$ cat config.mk
export PLATFORM = sky130hd
export DESIGN_NAME = tx_phy_pwr_seq
export DESIGN_NICKNAME = d
export VERILOG_FILES = /design/src/rtl/tx_phy_pkg.sv /design/src/rtl/tx_seq_timer.sv /design/src/rtl/tx_phy_pwr_seq.sv
export SDC_FILE = /design/constraint.sdc
export NUM_CORES = 1
export LEC_CHECK = 0
export BUFFER_PORTS_ARGS = -buffer_cell sky130_fd_sc_hd__clkbuf_2
export CAP_MARGIN = 20
export CORE_UTILIZATION = 55
export CTS_CLUSTER_SIZE = 8
export DETAILED_ROUTE_END_ITERATION = 6
export PLACE_DENSITY_LB_ADDON = 0.12
export RECOVER_POWER = 100
export SKIP_LAST_GASP = 1
export SYNTH_ARGS = -nofsm -noshare
export SYNTH_HDL_FRONTEND = slang
export SYNTH_SLANG_ARGS = --single-unit
$ cat constraint.sdc
create_clock -name data_tx_clk -period 6 [get_ports data_tx_clk]
set_clock_uncertainty 0.05 [all_clocks]
set_input_delay 1.5 -clock data_tx_clk [delete_from_list [all_inputs] [get_ports data_tx_clk]]
set_output_delay 1.5 -clock data_tx_clk [all_outputs]
set_load 0.01 [all_outputs]
$ cat src/rtl/tx_phy_pkg.sv
// Shared types and helpers for the TX PHY power-up/power-down sequencer.
package tx_phy_pkg;

    localparam int NCH_DEF = 27;
    localparam int NCH_MAX = 64;

    typedef enum logic [2:0] {
        ST_OFF,
        ST_BIAS,
        ST_RAMP,
        ST_SETTLE,
        ST_ON,
        ST_DOWN
    } state_t;

    function automatic int ngrp(input int nch, input int group);
        return (nch + group - 1) / group;
    endfunction

    // Bits g*group .. min(g*group+group-1, nch-1) set; callers slice to their width.
    function automatic logic [NCH_MAX-1:0] group_mask(input int g, input int group, input int nch);
        logic [NCH_MAX-1:0] m;
        m = '0;
        for (int i = 0; i < NCH_MAX; i++) begin
            if (i >= g * group && i < (g + 1) * group && i < nch) m[i] = 1'b1;
        end
        return m;
    endfunction

endpackage

$ cat src/rtl/tx_seq_timer.sv
// Loadable down counter shared by the bias, ramp-step and settle waits.
module tx_seq_timer #(
    parameter int W = 8
) (
    input  logic         data_tx_clk,
    input  logic         resetn,
    input  logic         load,
    input  logic [W-1:0] value,
    output logic         expired
);

    logic [W-1:0] count;

    // NOTE: clocked state uses non-blocking assignments so every register samples pre-edge values.
    always_ff @(posedge data_tx_clk) begin
        if (!resetn)               count <= '0;
        else if (load)             count <= value;
        else if (count != '0)      count <= count - 1'b1;
    end

    assign expired = (count == '0);

endmodule

$ cat src/rtl/tx_phy_pwr_seq.sv
// Bias-first, group-ramped power sequencer for the TX PHY channel power-down pins.
module tx_phy_pwr_seq
    import tx_phy_pkg::*;
#(
    parameter int NCH       = NCH_DEF,
    parameter int GROUP     = 4,
    parameter int BIAS_WAIT = 256,
    parameter int STEP_WAIT = 16
) (
    input  logic           data_tx_clk,
    input  logic           resetn,
    input  logic           en,
    input  logic [NCH-1:0] ch_mask,
    output logic           pd_bias,
    output logic [NCH-1:0] reg_pd_ch,
    output logic           tx_ready,
    output logic           data_gate,
    output logic           busy
);

    localparam int NGRP = ngrp(NCH, GROUP);
    localparam int GW   = (NGRP > 1) ? $clog2(NGRP) : 1;
    localparam int TW   = $clog2((BIAS_WAIT > STEP_WAIT) ? BIAS_WAIT : STEP_WAIT);

    state_t         state_q, state_d;
    logic [GW-1:0]  grp_q, grp_d;
    logic [NCH-1:0] mask_q, mask_d;
    logic [NCH-1:0] pd_ch_d;
    logic           pd_bias_d, ready_d, busy_d;
    logic           tmr_load, tmr_expired;
    logic [TW-1:0]  tmr_value;

    function automatic logic [NCH-1:0] grp_bits(input int g);
        logic [NCH_MAX-1:0] m;
        m = group_mask(g, GROUP, NCH);
        return m[NCH-1:0];
    endfunction

    tx_seq_timer #(.W(TW)) u_timer (
        .data_tx_clk (data_tx_clk),
        .resetn      (resetn),
        .load        (tmr_load),
        .value       (tmr_value),
        .expired     (tmr_expired)
    );

    // NOTE: every signal written here gets a default first, so no path can infer a latch.
    always_comb begin
        state_d   = state_q;
        grp_d     = grp_q;
        mask_d    = mask_q;
        pd_ch_d   = reg_pd_ch;
        pd_bias_d = pd_bias;
        ready_d   = tx_ready;
        tmr_load  = 1'b0;
        tmr_value = '0;

        if (!en && state_q inside {ST_BIAS, ST_RAMP, ST_SETTLE, ST_ON}) begin
            // Channels drop now; bias follows one edge later from DOWN.
            state_d  = ST_DOWN;
            pd_ch_d  = '1;
            ready_d  = 1'b0;
            grp_d    = '0;
            tmr_load = 1'b1;
        end else begin
            unique case (state_q)
                ST_OFF: begin
                    pd_bias_d = 1'b1;
                    pd_ch_d   = '1;
                    ready_d   = 1'b0;
                    if (en) begin
                        state_d   = ST_BIAS;
                        mask_d    = ch_mask;
                        pd_bias_d = 1'b0;
                        tmr_load  = 1'b1;
                        tmr_value = TW'(BIAS_WAIT - 1);
                    end
                end
                ST_BIAS: if (tmr_expired) begin
                    state_d   = ST_RAMP;
                    grp_d     = '0;
                    pd_ch_d   = reg_pd_ch & ~(grp_bits(0) & mask_q);
                    tmr_load  = 1'b1;
                    tmr_value = TW'(STEP_WAIT - 1);
                end
                ST_RAMP: if (tmr_expired) begin
                    tmr_load  = 1'b1;
                    tmr_value = TW'(STEP_WAIT - 1);
                    if (grp_q == GW'(NGRP - 1)) begin
                        state_d = ST_SETTLE;
                    end else begin
                        grp_d   = grp_q + 1'b1;
                        pd_ch_d = reg_pd_ch & ~(grp_bits(int'(grp_q) + 1) & mask_q);
                    end
                end
                ST_SETTLE: if (tmr_expired) begin
                    state_d = ST_ON;
                    ready_d = 1'b1;
                end
                ST_ON: ;
                ST_DOWN: begin
                    state_d   = ST_OFF;
                    pd_bias_d = 1'b1;
                end
                default: state_d = ST_OFF;
            endcase
        end

        busy_d = state_d inside {ST_BIAS, ST_RAMP, ST_SETTLE, ST_DOWN};
    end

    always_ff @(posedge data_tx_clk) begin
        if (!resetn) begin
            state_q   <= ST_OFF;
            grp_q     <= '0;
            mask_q    <= '0;
            pd_bias   <= 1'b1;
            reg_pd_ch <= '1;
            tx_ready  <= 1'b0;
            data_gate <= 1'b1;
            busy      <= 1'b0;
        end else begin
            state_q   <= state_d;
            grp_q     <= grp_d;
            mask_q    <= mask_d;
            pd_bias   <= pd_bias_d;
            reg_pd_ch <= pd_ch_d;
            tx_ready  <= ready_d;
            data_gate <= ~ready_d;
            busy      <= busy_d;
        end
    end

endmodule

# Word-level counts from Yosys, hierarchy flattened
# Cells that the tools add are included.
# classes
n_addsub	4
magnitude_cmp	54
eq_ne	13
n_mux	165
bitwise	8
reduce_logical	44
# op_table
operator	n
$lt 6x32->1 const A	11
$lt 5x32->1 const A	8
$mux 1	141
$lt 4x32->1 const A	4
$and 27x27->27	3
$mux 27	3
$pmux 27 s3	1
$ge 5x6->1 const A	11
$lt 3x32->1 const A	2
$ge 4x6->1 const A	8
$lt 1x32->1 const A	1
$lt 2x32->1 const A	1
$mux 8	4
$logic_and 1x1->1	28
$mux 3	9
$not 27->27	1
$not 4->27	1
$ge 3x6->1 const A	4
$pmux 8 s2	1
$pmux 3 s5	1
$eq 3x2->1 const B	4
$eq 3x3->1 const B	4
$ge 1x6->1 const A	2
$ge 2x6->1 const A	2
21 further kinds	33
# totals
ff_bits	72
input_bits	30
output_inout_bits	31
wordCells	297

# Longest topological paths before layout
# depth
word_depth	15
mapped_depth	9
mapped_depth_nobuf	7

# Cells and area by module
# Synthesis repeated with hierarchy kept, for this count alone.
# unflattened
hier_cells	417
area_unflattened_um2	3384.5
# modules_own_cells
mod	instances	cells_each	area_each_um2	seq_area_each_um2
tx_phy_pwr_seq	1	366	2926.6	1281.2
tx_seq_timer	1	51	457.9	160.2

# Least setup slack after synthesis
# OpenSTA, ideal clock, no wires.
# synth_path
kind	input -> register
start	input en
end	register mask_q[20]
arrival_time_ns	2.504
required_time_ns	5.874
path_slack_ns	3.370
stages	6
path_buffers	3
cell_sequence	clkbuf_1 > and2_1 > clkbuf_1 > clkbuf_1 > nand2_1 > a21boi_0
# synth_between
elab_chain_cells	4
# synth_lines
item	line	rtl
start, declared	tx_phy_pwr_seq.sv:12	input logic en,
$logic_not 1->1	tx_phy_pwr_seq.sv:58	if (!en && state_q inside {ST_BIAS, ST_RAMP, ST_SETTLE, ST_ON}) begin
$logic_and 1x1->1	tx_phy_pwr_seq.sv:58	
$not 1->1 (no source line)	n/a	
$reduce_and 3->1 (no source line) *	n/a	
end signal, assigned	tx_phy_pwr_seq.sv:125	mask_q <= mask_d;
end, declared	tx_phy_pwr_seq.sv:27	logic [NCH-1:0] mask_q, mask_d;
# Every way passes the cells marked *; elsewhere a longest branch is shown, timed or not.
# A chain may end at the register's enable or synchronous reset.

# Worst setup path in the final report
# layout_path
start	input resetn
end	register reg_pd_ch[17]
# layout_between
elab_chain_cells	2
# layout_lines
item	line	rtl
start, declared	tx_phy_pwr_seq.sv:11	input logic resetn,
$not 1->1 (no source line)	n/a	
$reduce_or 2->1 (no source line)	n/a	
end signal, assigned	tx_phy_pwr_seq.sv:127	reg_pd_ch <= pd_ch_d;
end, declared	tx_phy_pwr_seq.sv:15	output logic [NCH-1:0] reg_pd_ch,
# Every way passes these cells.

==> flow_metrics.env <==
export IMPL_dpl_worst_slack_ns=2.647
export IMPL_syn_nets=447
export IMPL_yosys_warnings=0
export IMPL_endpoint_kind="flop"
export IMPL_async_flop_share_pct=0
export IMPL_wl_um=7940
export IMPL_num_antenna_cells=0
export IMPL_drt_iter0_drc=233
export IMPL_path_cells="clkbuf_1, nand2_1, and4bb_1, a21oi_1"
export IMPL_dieHeight_um=80.14
export IMPL_die_area_um2=6422
export IMPL_synth_top_area_share_pct=42.92
export IMPL_hold_violations=0
export IMPL_drc=0
export IMPL_numClockSinks=72
export IMPL_whs_ns=0.3742
export IMPL_antenna_found_initial=0
export IMPL_synth_area_leaders="dfxtp_1 43%, nand2_1 11%, a21boi_0 6.0%"
export IMPL_fin_util_pct=64.60
export IMPL_start_util_pct=56.72
export IMPL_antenna_left=0
export IMPL_power_density_nw_per_um2=375.0
export IMPL_critPathKind="input pin to flop"
export IMPL_cts_setup_buffers=0
export IMPL_cts_resized=0
export IMPL_clock_path_buffers=2
export IMPL_setup_tns_ns=0
export IMPL_grt_pass1_wl_um=13090
export IMPL_setup_violations=0
export IMPL_overflow=0
export IMPL_fin_crit_sh_pct=62.27
export IMPL_row_count=28
export IMPL_cp_arrival_ns=3.94
export IMPL_via_count=3064
export IMPL_fin_area_um2=3825
export IMPL_rsz0062_at_grt="false"
export IMPL_hold_class="flop to flop"
export IMPL_ys_seq_area_share_pct=42.92
export IMPL_worst_slack_ns=2.264
export IMPL_period_needed_ns=3.736
export IMPL_cpPeakStageDelay_ns=1.05
export IMPL_syn2layout_area_growth_pct=13.90
export IMPL_holdBufCountCts=0
export IMPL_netlist_instances=410
export IMPL_final_nets=491
export IMPL_drt_pass1_iter_count=5
export IMPL_numCtsBuffers=9
export IMPL_vias_per_cell=5.738
export IMPL_ir_drop_uv=221.9
export IMPL_cts_root_buf="clkbuf_8"
export IMPL_maxCapViolations=0
export IMPL_slowest_stage="clkbuf_1"
export IMPL_dpl_instance_area_um2=3652
export IMPL_status="finished clean"
export IMPL_track_usage_pct=26.62
export IMPL_ys_types=56
export IMPL_path_buf_inv=1
export IMPL_syn_area_per_cell_um2=8.191
export IMPL_numPortBuffers=60
export IMPL_max_slew_margin_pct=1.259
export IMPL_fill_cells=559
export IMPL_wl_per_cell_um=14.87
export IMPL_clkTransAtPathRegs_ns=0.09
export IMPL_place_gp_congestion=0.8777
export IMPL_report_final_slew_viol_count=0
export IMPL_p_leak_nw=1.450
export IMPL_cts_tree="done"
export IMPL_yosys_register_bits=72
export IMPL_dp_hpwl_um=5395
export IMPL_drive_gt1_share_pct=11.76
export IMPL_synth_edf_count=0
export IMPL_cp_max_fo=39
export IMPL_clock_fmax_mhz=267.7
export IMPL_cts_max_level=3
export IMPL_synth_top_area_cell="dfxtp_1"
export IMPL_critPathTopFamily="simple AND/OR/NAND/NOR gates"
export IMPL_grt_pass1_vias=2785
export IMPL_syn_area_um2=3358
export IMPL_synth_ff_type="dfxtp_1"
export IMPL_worst_ep_required_time_ns=6.20
export IMPL_chipWidth_um=80.14
export IMPL_core_area_um2=5921
export IMPL_worst_pin_slew_ns=1.481
export IMPL_clock_latency_ns=0.36
export IMPL_num_io_pins=61
export IMPL_startpoint_type="input pin"
export IMPL_grt_max_degree=40
==> final cells by class <==
type	instances	area, um^2	share of cell area [%]
sequential	72	1441	37.68
tap	75	93.84	2.453
inverter	10	37.54	0.9814
clock inverter	7	61.31	1.603
clock buffer	9	123.9	3.238
multi-input combinational	299	1752	45.80
timing repair buffer	62	315.3	8.243
==> flip-flops by register name, indices dropped and copies added, names as in the netlist <==
register,count
busy,1
tx_ready,1
mask_q,27
pd_bias,1
data_gate,1
reg_pd_ch,27
u_timer.count,8
grp_q,3
state_q,3
==> path summary, 6_finish.rpt <==
path                      startpoint  cells after the start  slack (ns)                          to
min reg2reg  mask_q[16]$_SDFFE_PN0P_                      1        0.37  reg_pd_ch[16]$_SDFFE_PP1P_
max                           resetn                      4        2.26  reg_pd_ch[17]$_SDFFE_PP1P_
min          mask_q[16]$_SDFFE_PN0P_                      1        0.37  reg_pd_ch[16]$_SDFFE_PP1P_
max reg2reg    grp_q[0]$_SDFFE_PP0P_                      7        3.13   reg_pd_ch[2]$_SDFFE_PP1P_
==> per-layer routing <==
metal  vias up  part of all wire, %  track usage [%]
li1       1531                    -                -
met1      1446                   47            34.86
met2        81                   47            43.59
met3         6                  5.1            6.250
met4         0                 0.82            7.500
met5         -                    0                0
==> cell usage after synthesis, types with 4 or more instances <==
| cell type | instances |
|---|---|
| a211oi_1 | 5 |
| a21boi_0 | 27 |
| a21o_1 | 5 |
| a21oi_1 | 27 |
| a2bb2oi_1 | 4 |
| a31oi_1 | 9 |
| and2_1 | 5 |
| buf_2 | 6 |
| clkbuf_1 | 20 |
| dfxtp_1 | 72 |
| ha_1 | 7 |
| inv_1 | 10 |
| nand2_1 | 96 |
| nand3_1 | 7 |
| nor2_1 | 18 |
| nor3_1 | 4 |
| nor4_1 | 4 |
| o21ai_0 | 21 |
| o221ai_1 | 5 |
| xnor2_1 | 4 |
| xor2_1 | 5 |
==> per-stage QoR <==
stage	power, W	cells
floorplan	0.0009557	410
global placement	0.001045	516
detailed placement	0.001072	517
CTS	0.001435	533
global route	0.001526	534
finish	0.001434	534
==> layout by cell type (no fill, tap or decap), types with 7 or more instances in the layout <==
cell	netlist	final
ha_1	7	7
dfxtp_1	72	72
o21ai_0	21	21
a21boi_0	27	27
nand2_1	96	96
a31oi_1	9	9
clkbuf_1	20	32
nand3_1	7	7
clkbuf_8	0	9
a21oi_1	27	27
nor2_1	18	18
inv_1	10	10
clkbuf_2	0	28
==> kinds of logic (layout without fill, tap and decap cells) <==
family,count (synthesis),count (layout),synth area share [%]
compound gates,125,125,24.81
xor+xnor,9,9,2.347
fa+ha+maj,7,7,2.608
buf+inv,39,88,4.918
flops,72,72,42.92
mux,3,3,0.8942
simple gates,155,155,21.50
==> power breakdown <==
part           internal [W]  switching [W]  leakage [nW]
registers          0.000555      0.0000725         0.590
logic              0.000177       0.000267         0.771
clock network      0.000158       0.000205        0.0888
total              0.000889       0.000545          1.45
(Power assumes the default switching activity.)
